## src/rtl/demux_pkg.sv

```systemverilog
// demux_pkg
//   Shared definitions for the demux2_4 slice: default word width and
//   per-channel FIFO depth, plus the route-select encodings. The select
//   polarity matches the upstream mux2_4 (sel=1 picks A, sel=0 picks B).
package demux_pkg;

    localparam int DEF_WIDTH = 4;
    localparam int DEF_DEPTH = 4;

    localparam logic CH_A = 1'b1;
    localparam logic CH_B = 1'b0;

endpackage : demux_pkg

```

## src/rtl/demux_fifo.sv

```systemverilog
// demux_fifo
//   Synchronous show-ahead FIFO used for each demux output channel.
//   The head word is visible combinationally while the FIFO is non-empty
//   and reads as zero when empty.
// Ports
//   clk, rst    rising-edge clock, async active-high reset
//   push        write push_data at the next edge (ignored when full)
//   push_data   word to store
//   pop         drop the head word at the next edge (ignored when empty)
//   full        level == DEPTH
//   empty       level == 0
//   level       occupancy, 0..DEPTH
//   head_data   entry at the read pointer, 0 when empty
import demux_pkg::*;

module demux_fifo #(
    parameter int WIDTH = DEF_WIDTH,
    parameter int DEPTH = DEF_DEPTH
) (
    input  logic                           clk,
    input  logic                           rst,
    input  logic                           push,
    input  logic [WIDTH-1:0]               push_data,
    input  logic                           pop,
    output logic                           full,
    output logic                           empty,
    output logic [$clog2(DEPTH+1)-1:0]     level,
    output logic [WIDTH-1:0]               head_data
);

    localparam int PTR_W = $clog2(DEPTH);
    localparam int LVL_W = $clog2(DEPTH+1);

    logic [WIDTH-1:0] mem [DEPTH];
    logic [PTR_W-1:0] wptr;
    logic [PTR_W-1:0] rptr;
    logic             push_en;
    logic             pop_en;

    assign empty = (level == '0);
    assign full  = (level == LVL_W'(DEPTH));

    // Guard here as well so the FIFO is safe on its own, not only behind
    // the steering logic in the top.
    assign push_en = push & ~full;
    assign pop_en  = pop & ~empty;

    // Stale entries are masked by 'empty', so storage needs no reset.
    assign head_data = empty ? '0 : mem[rptr];

    always_ff @(posedge clk) begin
        if (push_en)
            mem[wptr] <= push_data;
    end

    // Pointers are log2(DEPTH) bits wide so they wrap without a compare.
    always_ff @(posedge clk or posedge rst) begin
        if (rst) begin
            wptr  <= '0;
            rptr  <= '0;
            level <= '0;
        end else begin
            if (push_en)
                wptr <= wptr + PTR_W'(1);
            if (pop_en)
                rptr <= rptr + PTR_W'(1);
            case ({push_en, pop_en})
                2'b10:   level <= level + LVL_W'(1);
                2'b01:   level <= level - LVL_W'(1);
                default: level <= level;
            endcase
        end
    end

endmodule : demux_fifo

```

## src/rtl/demux2_4.sv

```systemverilog
// demux2_4
//   Registered 1-to-2 demultiplexer: each input word is steered by in_sel
//   into channel A (sel=1) or channel B (sel=0), each backed by its own
//   show-ahead FIFO so a stalled consumer on one side never loses data or
//   blocks the other side.
// Ports
//   clk, rst                  rising-edge clock, async active-high reset
//   in_data/in_sel/in_valid   input word, route select, valid
//   in_ready                  selected channel has room (combinational)
//   a_data/a_valid/a_ready    channel A head word handshake
//   b_data/b_valid/b_ready    channel B head word handshake
//   a_level/b_level           per-channel occupancy, 0..DEPTH
import demux_pkg::*;

module demux2_4 #(
    parameter int WIDTH = DEF_WIDTH,
    parameter int DEPTH = DEF_DEPTH
) (
    input  logic                           clk,
    input  logic                           rst,
    input  logic [WIDTH-1:0]               in_data,
    input  logic                           in_sel,
    input  logic                           in_valid,
    output logic                           in_ready,
    output logic [WIDTH-1:0]               a_data,
    output logic                           a_valid,
    input  logic                           a_ready,
    output logic [WIDTH-1:0]               b_data,
    output logic                           b_valid,
    input  logic                           b_ready,
    output logic [$clog2(DEPTH+1)-1:0]     a_level,
    output logic [$clog2(DEPTH+1)-1:0]     b_level
);

    logic a_full, a_empty, a_push;
    logic b_full, b_empty, b_push;
    logic sel_a;

    assign sel_a = (in_sel == CH_A);

    // Ready only reflects the selected channel's fullness; a same-cycle pop
    // does not free a slot for the push, keeping this path short.
    assign in_ready = sel_a ? ~a_full : ~b_full;

    assign a_push = in_valid & in_ready &  sel_a;
    assign b_push = in_valid & in_ready & ~sel_a;

    assign a_valid = ~a_empty;
    assign b_valid = ~b_empty;

    demux_fifo #(.WIDTH(WIDTH), .DEPTH(DEPTH)) u_fifo_a (
        .clk       (clk),
        .rst       (rst),
        .push      (a_push),
        .push_data (in_data),
        .pop       (a_ready),
        .full      (a_full),
        .empty     (a_empty),
        .level     (a_level),
        .head_data (a_data)
    );

    demux_fifo #(.WIDTH(WIDTH), .DEPTH(DEPTH)) u_fifo_b (
        .clk       (clk),
        .rst       (rst),
        .push      (b_push),
        .push_data (in_data),
        .pop       (b_ready),
        .full      (b_full),
        .empty     (b_empty),
        .level     (b_level),
        .head_data (b_data)
    );

endmodule : demux2_4

```

## config.mk

```make
export PLATFORM = sky130hd
export DESIGN_NAME = demux2_4
export DESIGN_NICKNAME = d
export VERILOG_FILES = /design/src/rtl/demux_pkg.sv /design/src/rtl/demux_fifo.sv /design/src/rtl/demux2_4.sv
export SDC_FILE = /design/constraint.sdc
export NUM_CORES = 1
export LEC_CHECK = 0
export ABC_CLOCK_PERIOD_IN_PS = 6350
export CORE_MARGIN = 5
export CORE_UTILIZATION = 58
export DETAILED_ROUTE_END_ITERATION = 8
export GPL_TIMING_DRIVEN = 0
export PLACE_DENSITY = 0.83
export SYNTH_ARGS = -nofsm -noshare
export SYNTH_HDL_FRONTEND = slang
export SYNTH_SLANG_ARGS = --single-unit
```

## constraint.sdc

```tcl
create_clock -name clk -period 6.35 [get_ports clk]
set_input_delay 0.9525 -clock clk [delete_from_list [all_inputs] [get_ports clk]]
set_output_delay 0.9525 -clock clk [all_outputs]
set_load 0.01 [all_outputs]
```

==> summary.md, run 1 <==
| Metric | Value |
|---|---|
| Outcome | finished clean |
| Register bit total from synthesis | 46 |
| Die area | ~4900 um^2 |
| Hold Violations, Final | 0 |
| Post-synth EDFFs | 32 |
| CTS buffer count | 5 |
| CP arrival | ~2.2 ns |
| Switching Fraction | around a third |
| Sequential share of the synthesized area | 63.25% |
| Met2 WL | ~1700 um |
| CTS HTree Levels | 2 |
| Seq pwr share | between 40 and 50% |
| Power Density | between 400 and 500 nW/um^2 |
| Syn-to-layout area delta | 18.17% |
| Ys Warns | 0 |
| # port buffers | 26 |
| Ratio of cells with drive above 1 in the final layout | between 10% and 20% |
| Crit path kind | primary input to output pin |
| Final net count | about 190 |
| Post-CTS Setup Bufs | 0 |
| RSZ-0062 raised after global routing | false |
| Die Height | between 60 and 70 um |
| Pre-Repair DR Iteration Count | 4 |
| CTS tree | done |
| Clk slew on worst S/H paths | roughly 0.12 ns |
| Vias in the first global route | about 1100 |
| Reg2reg setup slack | between 4 and 5 ns |
| Initial Util | between 60% and 70% |
| Average wire per standard cell | roughly 16 um |
| Internal | 0.7070 mW |
| VDD IR max | approximately 0.00022 V |
| DR WL met3 | ~210 um |
| Worst hold start | u_fifo_b.level[2] |
| I/O Pins | 27 |
| DRC | 0 |
| Worst hold path class | flip-flop to flip-flop |
| Met1 wire length | roughly 1300 um |
| Worst Skew | around 0.012 ns |
| Design Area, Final | 2450 um^2 |
| Largest cells by area after synthesis | edfxtp_1, dfrtp_1, mux4_2 |
| Most used DFF post-synth | edfxtp_1 |
| Clk buf depth | 2 |
| Placed inst area | 2391 um^2 |
| GR Util All Layers | between 15 and 20% |
| Total power | around 1.1 mW |
| Post-synth top cells | edfxtp_1, and2_1, dfrtp_1, inv_1, ha_1 |
| Clk Latency, worst-skew pair | between 0.3 and 0.4 ns |
| Post-detail-place hpwl | 2485 um |
| Fin crit period | between 3 and 4 ns |
| Syn Area/Cell | 15.71 um^2 |
| CP Data Required Time | ~5.4 ns |
| Fin. max-slew vios | 0 |
| Worst setup SP type | primary input |
| Vias after detailed routing | ~1100 |
| Mapped Area | between 2000 and 2500 um^2 |
| # diodes | 0 |
| Routed Antenna Nets | 0 |
| CTS Hold Bufs | 0 |
| Crit. End Element | output pin |
| Leakage | 0.9443 nW |
| Largest net degree at the start of global routing | 16 |
| Std-Cell Rows | 21 |
| Slew @ Worst Pin | around 0.55 ns |
| Worst R2R Start | u_fifo_b.level[1] |
| GRT overflow | 0 |
| Largest area contributor in the netlist | edfxtp_1 |
| Min-Delay Path Depth | 1 |
| Reg-to-reg endpoint | u_fifo_b.level[2] |
| Setup TNS | 0 ns |
| Synth top area share | 46.35% |
| Psw | between 0.3 and 0.4 mW |
| Cts repair resizes | 0 |
| Synth cell types | 26 |
| Crit share post-route | 50.05% |
| Routed WL | 3295 um |
| Placeable core area | ~3400 um^2 |
| Final setup violation count | 0 |
| Post-Synthesis Cells | 132 |
| Vias per inst | around 5.2 |
| Max-cap viol count | 0 |
| Max-Slew Margin vs Limit | 63.64% |
| Clk pwr share | 12.8% |
| Combinational Power Share | approximately 45% |
| Initial antenna violation count | 0 |
| Worst r2r path cells | 10 |
| Most frequent cell after synthesis | edfxtp_1 |
| Iter 0 DRT Violations | 55 |
| Uppermost layer routed | met4 |
| Syn nets | roughly 150 |
| CTS sink count | 46 |
| First-pass GRT wire length | about 5700 um |
| Post-synth ARST share | 30.43% |
| Hold endpoint | u_fifo_b.level[2] |
| GPL Wtd Cong | just over 0.7 |
| Chip width | about 70 um |
| Crit path max fanout | 4 |
| Fmax | around 310 MHz |
| Crit. Startpoint | in_sel |
| Root Buffer | clkbuf_4 |
-- flip-flops by register name, summed over array words and instances, names as in the netlist --
name,cells
u_fifo_b.mem,16
u_fifo_b.rptr,2
u_fifo_a.wptr,2
u_fifo_b.wptr,2
u_fifo_a.level,3
u_fifo_a.rptr,2
u_fifo_a.mem,16
u_fifo_b.level,3
-- layout make-up --
class / instances / area [um^2]
fill: 236 / 939.7
clock inverter: 3 / 21.27
tap: 46 / 57.56
clock buffer: 5 / 37.54
buffer: 5 / 28.78
sequential: 46 / 1311
multi-input combinational: 68 / 684.4
inverter: 13 / 48.80
timing repair buffer: 26 / 260.3
-- placed cells by master, fill, tap and decap left out, types with 2 or more instances in the layout --
cell             instances
nand2_1                  2
nor2_1                   4
clkdlybuf4s50_1         26
xor2_1                   6
edfxtp_1                32
clkbuf_4                 5
dfrtp_1                 14
fa_1                     2
buf_2                    2
and2_2                   4
clkbuf_1                 2
nand3_1                  2
ha_1                    10
xnor2_1                  6
and2_1                  14
inv_1                   13
mux4_2                   8
-- per-stage QoR --
| stage | utilization, % | hold slack (ns) | std cells | worst slack, ns |
|---|---|---|---|---|
| 3_5_place_dp | 70.54 | 0.4864 | 204 | 3.172 |
| 3_3_place_gp | 70.54 | 0.4891 | 204 | 3.188 |
| 6_report | 72.28 | 0.5077 | 212 | 3.172 |
| 5_1_grt | 72.28 | 0.5302 | 212 | 3.083 |
| 4_1_cts | 72.28 | 0.5110 | 212 | 3.155 |
| 2_1_floorplan | - | 0.5264 | 132 | 4.038 |
-- worst max-delay path: stages --
cell             delay [ns]
clkdlybuf4s50_1        0.51
nor2_1                 0.06
a31oi_1                0.14
clkdlybuf4s50_1        0.56
-- power groups by stage --
stage          clock, mW  combinational, mW  sequential (mW)
6_report           0.135              0.470            0.449
3_5_place_dp           0              0.477            0.457
4_1_cts            0.139              0.481            0.450
2_1_floorplan          0              0.286            0.451
3_3_place_gp           0              0.456            0.450
5_1_grt            0.153              0.520            0.459
-- worst max path at each step --
stage                   endpoint
2_1_floorplan  u_fifo_b.level[2]
3_3_place_gp            in_ready
3_5_place_dp            in_ready
4_1_cts                 in_ready
5_1_grt                 in_ready
6_report                in_ready
-- cells by family after synthesis --
kind of cell             synth area share, %
AO/OA/AOI/OAI                         0.7843
XOR/XNOR                               5.069
adder cells (fa/ha/maj)                7.966
buffers and inverters                  3.742
flip-flops                             63.25
multiplexers                           10.44
AND/OR/NAND/NOR                        8.751
-- per-layer routing --
metal | vias to the layer above | GRT usage, %
met2 | 31 | 25.60
met4 | 0 | 4.468
met5 | - | 0
met1 | 548 | 18.01
li1 | 522 | -
met3 | 5 | 5.362
Power figures use the tool's default switching activity.
==> run 2, diff against run 1 <==
--- a/config.mk
+++ b/config.mk
@@ -5,12 +5,12 @@
 export SDC_FILE = /design/constraint.sdc
 export NUM_CORES = 1
 export LEC_CHECK = 0
-export ABC_CLOCK_PERIOD_IN_PS = 6350
+export ABC_CLOCK_PERIOD_IN_PS = 3030
 export CORE_MARGIN = 5
-export CORE_UTILIZATION = 58
+export CORE_UTILIZATION = 54
 export DETAILED_ROUTE_END_ITERATION = 8
 export GPL_TIMING_DRIVEN = 0
-export PLACE_DENSITY = 0.83
+export PLACE_DENSITY = 0.78
 export SYNTH_ARGS = -nofsm -noshare
 export SYNTH_HDL_FRONTEND = slang
 export SYNTH_SLANG_ARGS = --single-unit
==> constraint.sdc (replaced) <==
create_clock -name clk -period 3.03 [get_ports clk]
set_input_delay 0.4545 -clock clk [delete_from_list [all_inputs] [get_ports clk]]
set_output_delay 0.4545 -clock clk [all_outputs]
set_load 0.01 [all_outputs]
==> run 2 against run 1 <==
Core utilization shrank 5.1 points; sequential share of layout area shrank 0.62 points; register-to-register slack lost 3.3 ns; count of clock-buffer cells in the layout is the same; setup slack lost 2.6 ns; combinational power grew 110%; sequential power grew 110%; die area grew 6.3%; global-route usage shrank 0.94 points; cell area grew 1.2%; wire length shrank 1.7%; cell count grew 0.94%; critical endpoint is now b_data[2]; largest cell class unchanged; largest power group unchanged.
==> summary.md, run 2 (synthesis results as in run 1) <==
| Metric | Value |
|---|---|
| Outcome | finished clean |
| Routed Antenna Nets | 0 (unchanged) |
| Crit path max fanout | 7 (+3) |
| Crit. Startpoint | u_fifo_b.level[2] |
| CP Data Required Time | 2.58 ns (-2.82 ns) |
| Area occupied by multi-input gates | 684.4 um^2 (unchanged) |
| Final net count | 187 (unchanged) |
| DRC | 0 (unchanged) |
| Die area | 5178 um^2 (+6.3%) |
| VDD IR max | 0.0005150 V (+140%) |
| CTS sink count | 46 (unchanged) |
| Average wire per standard cell | 15.14 um (-2.6%) |
| Iter 0 DRT Violations | 45 (-18%) |
| CTS Hold Bufs | 0 (unchanged) |
| Post-CTS Setup Bufs | 0 (unchanged) |
| Vias per inst | 5.023 (-3.7%) |
| Crit path kind | flip-flop to output pin |
| Hold Violations, Final | 0 (unchanged) |
| Final setup violation count | 0 (unchanged) |
| GPL Wtd Cong | 0.7459 (+4.4%) |
| Pre-Repair DR Iteration Count | 4 (unchanged) |
| Syn-to-layout area delta | 19.55% |
| Post-detail-place hpwl | 2354 um (-5.3%) |
| Cts repair resizes | 0 (unchanged) |
| Leakage | 0.9547 nW (+1.1%) |
| I/O Pins | 27 (unchanged) |
| Critical Path End | b_data[2] |
| CTS tree | done |
| Worst R2R Start | u_fifo_b.level[1] |
| Largest regs | u_fifo_a.mem x16, u_fifo_b.mem x16 |
| Fin crit period | roughly 2.4 ns |
| Worst r2r path cells | 10 (unchanged) |
| Critical path, cell by cell | or3_2 -> clkbuf_1 -> and2_1 -> clkdlybuf4s50_1 |
| Clk Latency, worst-skew pair | 0.30 ns (-0.05 ns) |
| Reg-to-reg endpoint | u_fifo_b.level[2] |
| Initial antenna violation count | 0 (unchanged) |
| Largest net degree at the start of global routing | 15 (-1) |
| Max-Slew Margin vs Limit | 64.49% (+0.85 points) |
| # port buffers | 26 (unchanged) |
| Crit. End Element | output pin |
| Crit share post-route | between 80% and 90% |
| Die Height | 71.96 um (+3.1%) |
| Commonest non-fill, non-tap cell in the layout | edfxtp_1 |
| Max-cap viol count | 0 (unchanged) |
| # diodes | 0 (unchanged) |
| Fin. max-slew vios | 0 (unchanged) |
| Vias in the first global route | 1172 (+2.1%) |
| Vias after detailed routing | 1075 (-2.8%) |
| CP arrival | 1.99 ns (-0.24 ns) |
| Initial Util | 56.21% (-5.0 points) |
| Clk slew on worst S/H paths | 0.08 ns (-0.04 ns) |
| Worst setup SP type | flip-flop |
| Placeable core area | 3689 um^2 (+8.8%) |
| RSZ-0062 raised after global routing | false |
| Slew @ Worst Pin | 0.5320 ns (-0.01336 ns) |
| CP peak stage delay | 0.47 ns (-0.09 ns) |
| Fmax | between 400 and 500 MHz |
| Setup TNS | 0 ns (unchanged) |
| Clk buf depth | 2 (unchanged) |
| Worst Skew | 0.007863 ns (-0.003683 ns) |
| GR Util All Layers | 14.14% (-0.94 points) |
| Design Area, Final | 2479 um^2 (+1.2%) |
| CTS buffer count | 5 (unchanged) |
| CTS HTree Levels | 2 (unchanged) |
| GRT overflow | 0 (unchanged) |
| Chip width | 71.96 um (+3.1%) |
| Most frequent cells in the layout | edfxtp_1, clkdlybuf4s50_1, and2_1, dfrtp_1, inv_1 |
| Placed inst area | 2394 um^2 (+0.10%) |
| Ratio of cells with drive above 1 in the final layout | 15.06% (-0.60 points) |
| Routed WL | 3240 um (-1.7%) |
| Slowest CP cell | or3_2 |
| # fillers | 287 (+22%) |
| Root Buffer | clkbuf_8 |
| Register area | 1311 um^2 (unchanged) |
| Total power | 2.287 mW (+120%) |
| Reg2reg setup slack | 0.75 ns (-3.28 ns) |
| Std-Cell Rows | 22 (+4.8%) |
| Worst hold path class | primary input to async pin |
| First-pass GRT wire length | 5402 um (-4.6%) |
| Power Density | 922.6 nW/um^2 (+110%) |
-- run 2: final cells by class --
type	count	area share [%]
Buffer	5	1.161
Clock buffer	5	2.776
Clock inverter	3	0.6562
Inverter	13	1.969
Multi-Input combinational cell	68	27.61
Sequential cell	46	52.90
Tap cell	48	2.423
Timing Repair Buffer	26	10.50
-- run 2: routing by layer --
| metal | up-vias | wire length (um) | global-route usage, % |
|---|---|---|---|
| met4 | 0 | 48 | 7.516 |
| li1 | 520 | - | - |
| met5 | - | 0 | 0 |
| met3 | 4 | 148 | 4.432 |
| met1 | 525 | 1440 | 17.29 |
| met2 | 26 | 1602 | 22.55 |
-- run 2: worst min-delay path by stage --
stage / startpoint / to / slack, ns / cells after the start
global route: rst / u_fifo_b.wptr[1] / 0.55 / 2
detailed placement: u_fifo_b.level[2] / u_fifo_b.level[2] / 0.50 / 1
CTS: rst / u_fifo_b.level[2] / 0.50 / 2
floorplan: rst / u_fifo_a.level[0] / 0.34 / 1
global placement: u_fifo_b.level[2] / u_fifo_b.level[2] / 0.49 / 1
finish: rst / u_fifo_b.wptr[1] / 0.49 / 2
-- run 2: worst max-delay path: cells and delay by family (launching register included) --
family,cells,cell delay [ns]
DFF,1,0.41
and+or+nand+nor,2,0.64
buffers and inverters,2,0.65
-- run 2: power by group --
group          switching, mW  internal (mW)  total, mW
registers              0.118          0.824      0.942
clock network          0.200          0.158      0.358
logic                  0.415          0.571      0.986
-- run 2: stage by stage --
stage          hold slack, ns  utilization (%)  worst slack, ns  cells
2_1_floorplan          0.3437                -           0.8354    132
3_3_place_gp           0.4912            64.89           0.6090    206
3_5_place_dp           0.4998            64.89           0.5378    206
4_1_cts                0.4980            67.20           0.5410    214
5_1_grt                0.5458            67.20           0.4520    214
6_report               0.4916            67.20           0.5827    214
==> run 3, diff against run 2 <==
--- a/config.mk
+++ b/config.mk
@@ -5,12 +5,12 @@
 export SDC_FILE = /design/constraint.sdc
 export NUM_CORES = 1
 export LEC_CHECK = 0
-export ABC_CLOCK_PERIOD_IN_PS = 3030
+export ABC_CLOCK_PERIOD_IN_PS = 2200
 export CORE_MARGIN = 5
-export CORE_UTILIZATION = 54
+export CORE_UTILIZATION = 49
 export DETAILED_ROUTE_END_ITERATION = 8
 export GPL_TIMING_DRIVEN = 0
-export PLACE_DENSITY = 0.78
+export PLACE_DENSITY = 0.75
 export SYNTH_ARGS = -nofsm -noshare
 export SYNTH_HDL_FRONTEND = slang
 export SYNTH_SLANG_ARGS = --single-unit
==> constraint.sdc (replaced) <==
create_clock -name clk -period 2.2 [get_ports clk]
set_input_delay 0.33 -clock clk [delete_from_list [all_inputs] [get_ports clk]]
set_output_delay 0.33 -clock clk [all_outputs]
set_load 0.01 [all_outputs]
==> run 3 against run 2 <==
Die area grew 8.8%; core utilization shrank 3.3 points; cell area grew 4.6%; critical path type is now flip-flop to flip-flop; clock skew shrank 0.0041 ns.
==> summary.md, run 3 (synthesis results as in run 1) <==
| Metric | Value |
|---|---|
| Std-Cell Rows | 23 (+4.5%) |
| DR WL met3 | 191 um (+29%) |
| Clk slew on worst S/H paths | 0.08 ns (about the same) |
| GRT overflow | 0 (unchanged) |
| CTS tree | done |
| Die area | 5632 um^2 (+8.8%) |
| Commonest non-fill, non-tap cell in the layout | edfxtp_1 |
| Design Area, Final | 2594 um^2 (+4.6%) |
| Clk Latency, worst-skew pair | 0.30 ns (about the same) |
| Chip width | 75.05 um (+4.3%) |
| Vias in the first global route | 1204 (+2.7%) |
| Power Density | 1304 nW/um^2 (+41%) |
| GR Util All Layers | 14.30% (+0.16 points) |
| Worst Skew | 0.003785 ns (-0.004078 ns) |
| First-pass GRT wire length | 5733 um (+6.1%) |
| Final net count | 195 (+4.3%) |
| Outcome | finished clean |
| Vias per inst | 5.004 (-0.38%) |
| Ratio of cells with drive above 1 in the final layout | 24.14% (+9.1 points) |
| Worst r2r path cells | 9 (-1) |
| Initial Util | 51.09% (-5.1 points) |
| CTS buffer count | 5 (unchanged) |
| CTS Hold Bufs | 0 (unchanged) |
| Clk buf depth | 2 (unchanged) |
| Leakage | 1.030 nW (+7.9%) |
| CP Data Required Time | 2.42 ns (-0.16 ns) |
| Hold Violations, Final | 0 (unchanged) |
| Most frequent cells in the layout | edfxtp_1, clkdlybuf4s50_1, and2_1 |
| Worst R2R Start | u_fifo_b.level[0] |
| Final setup violation count | 0 (unchanged) |
| Placeable core area | 4058 um^2 (+10%) |
| Vias after detailed routing | 1121 (+4.3%) |
| Placed inst area | 2396 um^2 (+0.10%) |
| Uppermost layer routed | met4 |
| Max-cap viol count | 0 (unchanged) |
| Worst hold path class | primary input to async pin |
| Reg2reg setup slack | 0.1 ns (-0.65 ns) |
| Crit path max fanout | 2 (-5) |
| CTS sink count | 46 (unchanged) |
| Max-Slew Margin vs Limit | 63.67% (-0.82 points) |
| Crit-path leading delay family | simple AND/OR/NAND/NOR gates |
| RSZ-0062 raised after global routing | true |
| Slowest CP cell | dfrtp_1 |
| Largest regs | u_fifo_a.mem x16, u_fifo_b.mem x16 |
| Largest net degree at the start of global routing | 15 (unchanged) |
| Die Height | 75.05 um (+4.3%) |
| # diodes | 0 (unchanged) |
| DRC | 0 (unchanged) |
| Crit path kind | flip-flop to flip-flop |
| Met1 wire length | 1449 um (+0.63%) |
| Met2 WL | 1706 um (+6.5%) |
| Syn-to-layout area delta | 25.11% |
| Average wire per standard cell | 15.22 um (+0.52%) |
| Crit share post-route | between 90% and 100% |
| Total power | 3.381 mW (+48%) |
| GPL Wtd Cong | 0.8228 (+10%) |
| Fin. max-slew vios | 0 (unchanged) |
| Worst path buffer plus inverter count | 2 (unchanged) |
| Crit. End Element | flip-flop |
| Fmax | approximately 480 MHz |
| Worst setup SP type | flip-flop |
| Routed Antenna Nets | 0 (unchanged) |
| Slew @ Worst Pin | 0.5443 ns (+0.01233 ns) |
| Pre-Repair DR Iteration Count | 4 (unchanged) |
| Routed WL | 3409 um (+5.2%) |
| CP peak stage delay | 0.40 ns (-0.07 ns) |
| CP arrival | 2.33 ns (+0.34 ns) |
| # port buffers | 26 (unchanged) |
| Post-detail-place hpwl | 2451 um (+4.1%) |
| Fin crit period | around 2.1 ns |
| Setup WS post-layout | 0.09589 ns (-0.4868 ns) |
| Critical path, cell by cell | or3b_4 -> and3b_2 -> inv_1 -> ha_2 -> inv_1 -> fa_2 -> xor2_1 -> nor2_1 -> xor2_1 |
| VDD IR max | 0.0006732 V (+31%) |
| Reg-to-reg endpoint | u_fifo_b.level[2] |
| CTS HTree Levels | 2 (unchanged) |
| Root Buffer | clkbuf_8 |
| Initial antenna violation count | 0 (unchanged) |
| Place WS | -0.2113 ns (-0.7491 ns) |
| I/O Pins | 27 (unchanged) |
| Iter 0 DRT Violations | 78 (+73%) |
-- run 3: metal layers --
metal / global-route usage (%) / up-vias
met3: 4.005 / 7
met2: 23.79 / 30
met1: 17.59 / 546
li1: - / 538
met5: 0 / -
met4: 5.929 / 0
-- run 3: power breakdown --
part / internal [mW] / leakage [nW] / switching (mW) / total [mW]
Sequential: 1.14 / 0.453 / 0.161 / 1.30
Clock: 0.339 / 0.0514 / 0.276 / 0.615
Combinational: 0.847 / 0.525 / 0.621 / 1.47
Total: 2.32 / 1.03 / 1.06 / 3.38
-- run 3: how the worst max path moves through the flow --
stage | startpoint | cells after the start | end | slack (ns)
floorplan | u_fifo_b.level[1] | 10 | u_fifo_b.level[2] | 0.005
finish | u_fifo_b.level[0] | 9 | u_fifo_b.level[2] | 0.1
CTS | u_fifo_b.level[1] | 9 | u_fifo_b.level[2] | 0.02
detailed placement | in_sel | 10 | u_fifo_a.level[2] | -0.21
global placement | in_sel | 10 | u_fifo_b.level[2] | -0.11
global route | u_fifo_b.level[0] | 9 | u_fifo_b.level[2] | -0.03
-- run 3: per-stage QoR --
step | hold WS, ns | utilization (%) | TNS, ns | std cells
floorplan | 0.2192 | - | 0 | 132
global placement | 0.4902 | 59.05 | -0.2876 | 208
detailed placement | 0.5026 | 59.05 | -0.5997 | 208
CTS | 0.3915 | 62.75 | 0 | 219
global route | 0.4353 | 63.92 | -0.03164 | 224
finish | 0.3706 | 63.92 | 0 | 224
-- run 3: final cells by class --
| cell class | instances | area, um^2 |
|---|---|---|
| Inverter | 13 | 48.80 |
| Timing Repair Buffer | 37 | 335.3 |
| Tap cell | 50 | 62.56 |
| Clock buffer | 6 | 72.57 |
| Clock inverter | 2 | 37.54 |
| Multi-Input combinational cell | 68 | 705.7 |
| Sequential cell | 46 | 1313 |
| Fill cell | 312 | 1464 |
| Buffer | 2 | 18.77 |
-- run 3: what timing repair did --
| item | 4_1_cts | 5_1_grt |
|---|---|---|
| pin swaps | 4 | 1 |
| endpoints found under the hold margin | 0 | 0 |
| resized for setup | 16 | 4 |
| gates cloned | 0 | 0 |
| setup endpoints to repair | 12 | 4 |
| buffers inserted | 6 | 5 |
